==> src/rtl/instr_fetch_unit.sv <==
// instr_fetch_unit
//   Fetches 32-bit instructions from instruction memory starting at the PC
//   loaded by the PC register, buffers them in a small prefetch FIFO and hands
//   them to decode over a valid/ready handshake. A redirect (pc_load) flushes
//   the FIFO and any in-flight fetch so stale instructions never reach decode.
//
// Ports
//   clock, reset_n            rising-edge clock, async active-low reset
//   pc_in, pc_load            redirect target and strobe
//   imem_req/addr/ack/rdata   instruction memory req/ack interface
//   if_valid/ready/instr/pc   decode-side handshake and head entry
module instr_fetch_unit #(
  parameter int ADDR_W     = 12,
  parameter int DATA_W     = 32,
  parameter int FIFO_DEPTH = 2
) (
  input  logic              clock,
  input  logic              reset_n,
  input  logic [ADDR_W-1:0] pc_in,
  input  logic              pc_load,
  output logic              imem_req,
  output logic [ADDR_W-1:0] imem_addr,
  input  logic              imem_ack,
  input  logic [DATA_W-1:0] imem_rdata,
  output logic              if_valid,
  input  logic              if_ready,
  output logic [DATA_W-1:0] if_instr,
  output logic [ADDR_W-1:0] if_pc
);

  localparam int PTR_W = (FIFO_DEPTH > 1) ? $clog2(FIFO_DEPTH) : 1;
  localparam int CNT_W = PTR_W + 1;

  typedef enum logic [1:0] {IDLE, FETCH, DROP} state_e;

  typedef struct packed {
    logic [ADDR_W-1:0] pc;
    logic [DATA_W-1:0] instr;
  } entry_t;

  state_e                    state_q;
  logic [ADDR_W-1:0]         fetch_addr_q;
  logic [ADDR_W-1:0]         redirect_addr_q;
  entry_t [FIFO_DEPTH-1:0]   mem_q;
  logic [PTR_W-1:0]          wr_q, rd_q;
  logic [CNT_W-1:0]          cnt_q;

  logic [ADDR_W-1:0] pc_al;
  logic              hs, flush, push, pop;
  entry_t            head;

  assign pc_al = pc_in & ~ADDR_W'(3);

  // Request stays up in DROP regardless of FIFO level: the old transfer must
  // be allowed to complete before the redirected fetch can start.
  assign imem_req  = ((state_q == FETCH) && (cnt_q < CNT_W'(FIFO_DEPTH))) ||
                     (state_q == DROP);
  assign imem_addr = fetch_addr_q;

  assign hs    = imem_req && imem_ack;
  assign flush = pc_load;
  assign push  = (state_q == FETCH) && hs && !pc_load;
  // A beat shown during a flush cycle is discarded, not consumed.
  assign pop   = if_valid && if_ready && !flush;

  assign head     = mem_q[rd_q];
  assign if_valid = (cnt_q != '0);
  assign if_instr = head.instr;
  assign if_pc    = head.pc;

  always_ff @(posedge clock or negedge reset_n) begin
    if (!reset_n) begin
      state_q         <= IDLE;
      fetch_addr_q    <= '0;
      redirect_addr_q <= '0;
    end else begin
      case (state_q)
        IDLE: begin
          if (pc_load) begin
            fetch_addr_q <= pc_al;
            state_q      <= FETCH;
          end
        end
        FETCH: begin
          if (pc_load) begin
            // Pending request with no ack yet: park the target and drain it.
            if (imem_req && !imem_ack) begin
              redirect_addr_q <= pc_al;
              state_q         <= DROP;
            end else begin
              fetch_addr_q <= pc_al;
            end
          end else if (hs) begin
            fetch_addr_q <= fetch_addr_q + ADDR_W'(4);
          end
        end
        DROP: begin
          if (hs) begin
            fetch_addr_q <= pc_load ? pc_al : redirect_addr_q;
            state_q      <= FETCH;
          end else if (pc_load) begin
            redirect_addr_q <= pc_al;
          end
        end
        default: state_q <= IDLE;
      endcase
    end
  end

  always_ff @(posedge clock or negedge reset_n) begin
    if (!reset_n) begin
      mem_q <= '0;
      wr_q  <= '0;
      rd_q  <= '0;
      cnt_q <= '0;
    end else if (flush) begin
      wr_q  <= '0;
      rd_q  <= '0;
      cnt_q <= '0;
    end else begin
      if (push) begin
        mem_q[wr_q] <= '{pc: fetch_addr_q, instr: imem_rdata};
        wr_q        <= wr_q + PTR_W'(1);
      end
      if (pop) rd_q <= rd_q + PTR_W'(1);
      cnt_q <= cnt_q + CNT_W'(push) - CNT_W'(pop);
    end
  end

endmodule

==> config.mk <==
export PLATFORM = sky130hd
export DESIGN_NAME = instr_fetch_unit
export DESIGN_NICKNAME = d
export VERILOG_FILES = /design/src/rtl/instr_fetch_unit.sv
export SDC_FILE = /design/constraint.sdc
export NUM_CORES = 1
export LEC_CHECK = 0
export CORE_MARGIN = 10
export CORE_UTILIZATION = 47
export CTS_CLUSTER_SIZE = 24
export DETAILED_ROUTE_END_ITERATION = 10
export PLACE_DENSITY_LB_ADDON = 0.3
export SYNTH_ARGS = -nofsm -noshare
export SYNTH_HDL_FRONTEND = slang
export SYNTH_SLANG_ARGS = --single-unit
==> constraint.sdc <==
create_clock -name clock -period 2.9 [get_ports clock]
set_clock_uncertainty 0.2 [all_clocks]
set_input_delay 0.58 -clock clock [delete_from_list [all_inputs] [get_ports clock]]
set_output_delay 0.58 -clock clock [all_outputs]
set_load 0.05 [all_outputs]
==> metrics.txt <==
Power Density=1230 nW/um^2; Crit. End Element=primary output; WP data required=2.12 ns; root buffer cell=clkbuf_16; Antenna Cells=0; Lkg Pwr=3.33 nW; clk sink count=118; TNS Setup=0 ns; Finish-stage setup viols=0; die footprint=16,600 um^2; commonest cells after routing, fill and taps aside=mux2_2, dfrtp_1, clkdlybuf4s50_1; placed inst area=6820 um^2; router iterations before antenna repair=4; worst-path fanout max=21; async set-reset flop share out of synthesis=1.00; ys flop type=dfrtp_1; Clock transition at path regs=0.05 ns; Worst R2R End=mem_q[20]; Hold Crit Class=register to register; Syn. warnings=0; vias per std cell=5.51; largest net degree at the start of global routing=44; maximum clock frequency=369 MHz; CP peak stage delay=0.62 ns; commonest non-fill, non-tap cell in the layout=mux2_2; Overflow after GRT=0; critical path's slowest cell=dfrtp_4; worst r2r src=state_q[0]; Syn Area/Cell=13.3 um^2; Fillers=877; TritonCTS clock tree=built; first-pass GRT wire length=21,700 um; Core ar.=11,500 um^2; 1st-iter DRT viols=300; initial core utilization=0.482; DRT antenna net count=0; Seq/Total Area, Yosys=0.532; # Max-Cap Violations=0; final instance area=7400 um^2; CP Data Arrival Time=1.93 ns; Worst VDD drop=0.802 mV; Synth cell types=51; HPWL after DPL=9170 um; site row count=39; Mapped Area=5550 um^2; fin crit share=0.934; crit-path most repeated cell=buf_4; vias in the first global route=4,160; Total GRT Usage=0.166; IO Count=107; H-tree levels=4; initial antenna violation count=0; Net Count, Synth=476; gpl congestion=0.810; DRC=0; Total Wirelength=13,100 um; cells along the critical path=buf_4, mux2_2, buf_4; input/output buffers=104; Hold Slack=0.281 ns; CP Launch Type=register; TritonCTS Buffers=17; Critical Path Sink=if_instr[31]; RSZ-0062 raised after global routing=false; Worst-Margin Slew=0.567 ns; final hold vios=0; CP Class=register to primary output; worst-skew pair later-pin latency=0.41 ns; layout cell share with drive strength beyond 1=0.405; CP startpoint=rd_q; WL per Instance=18.8 um; FF-to-FF path depth=8; Final min period=2.71 ns; Mapped Cells=419; final slew viol count=0; status=complete, no violations; Clock Tree Buf Depth=2; via count=3,845; reg2reg setup slack=0.40 ns; Total Nets Final=599; post-CTS setup buffer count=0; Slew HR=0.622; Yosys reg bits=118; Die Wd=129 um; area grow syn2layout=33.3%; height of the chip=129 um; Post-synth EDFFs=0
==> worst max-delay path, delay by kind of cell (launching register included) <==
kind | cells | cell delay [ns]
buffers and inverters | 2 | 0.50
muxes | 1 | 0.38
DFF | 1 | 0.62
==> state kept, by name, summed over array words and instances, names as in the netlist <==
register / count
state_q: 2
imem_addr: 12
rd_q: 1
cnt_q: 2
mem_q: 88
redirect_addr_q: 12
wr_q: 1
==> synth_stat cells (2+ instances only) <==
cell type,n,share of area
a211oi_1,5,0.0068
clkbuf_1,9,0.0061
nor2_1,13,0.0088
or2_2,4,0.0045
dfrtp_1,118,0.53
a221oi_1,5,0.0079
o31ai_1,5,0.0068
nor3_1,5,0.0045
a222oi_1,2,0.0036
nor4_1,3,0.0034
nand2_1,12,0.0081
nor2b_1,6,0.0068
nand3_1,5,0.0045
o21ai_0,4,0.0036
buf_1,2,0.0014
nand3b_1,2,0.0027
and2_1,3,0.0034
nor2_2,2,0.0023
mux2_1,11,0.022
buf_2,3,0.0027
buf_4,8,0.011
nand2b_1,2,0.0023
inv_1,13,0.0088
a221o_1,2,0.0036
o21ai_1,6,0.0054
mux2_2,133,0.27
o22ai_1,3,0.0034
xor2_1,2,0.0032
ha_1,8,0.018
o31a_1,2,0.0032
==> repair_timing <==
action | CTS | global route
gates resized for setup | 19 | 1
cloned | 0 | 0
hold endpoints to repair | 40 | 0
hold buffers | 1 | 0
endpoints found under the setup margin | 18 | 1
==> cell type report <==
cell class	instances	area [um^2]	share of cell area
sequential	118	2960	0.399
multi-input combinational	265	2440	0.330
timing repair buffer	126	1180	0.159
clock buffer	18	439	0.0593
tap	143	179	0.0242
clock inverter	14	151	0.0205
inverter	14	52.6	0.00710
==> cells by family (layout without fill, tap and decap cells) <==
group,after synthesis,after routing,share of synthesized area
AOI/OAI and AO/OA,45,45,0.0604
xor gates and xnor gates,3,3,0.00473
buffers and inverters,36,172,0.0304
and+or+nand+nor,65,65,0.0629
muxes,144,144,0.292
DFF,118,118,0.532
adders and majority gates,8,8,0.0180
==> metal layers <==
metal | part of all wire | global-route usage | up-vias | wire length, um
met3 | 0.072 | 0.0604 | 18 | 941
met1 | 0.42 | 0.195 | 1929 | 5570
met2 | 0.49 | 0.274 | 122 | 6460
met4 | 0.012 | 0.0642 | 0 | 159
li1 | - | - | 1776 | -
met5 | 0 | 0 | - | 0
==> worst min-delay path by stage <==
stage | startpoint | to | slack, ns | cells after the start
after global routing | mem_q[45] | mem_q[45] | 0.30 | 1
after global placement | mem_q[44] | mem_q[44] | 0.26 | 1
after CTS | mem_q[47] | mem_q[47] | 0.28 | 1
after detailed placement | mem_q[47] | mem_q[47] | 0.27 | 1
after floorplan | reset_n | cnt_q[0] | 0.08 | 0
final | mem_q[47] | mem_q[47] | 0.28 | 1
==> report_power, final <==
group	switching, mW	internal [mW]
logic	2.55	1.71
registers	0.466	2.36
clock network	0.764	1.29
total	3.78	5.36
==> through the flow <==
stage | util | power, mW | setup slack [ns] | cells
detailed placement | 0.592 | 7.21 | 0.232 | 665
global placement | 0.592 | 7.07 | 0.232 | 665
finish | 0.643 | 9.13 | 0.192 | 698
global route | 0.643 | 9.65 | 0.120 | 698
CTS | 0.643 | 9.22 | 0.0930 | 698
floorplan | - | 5.81 | 0.291 | 419
Note: power is estimated with default switching activity, not from simulation.
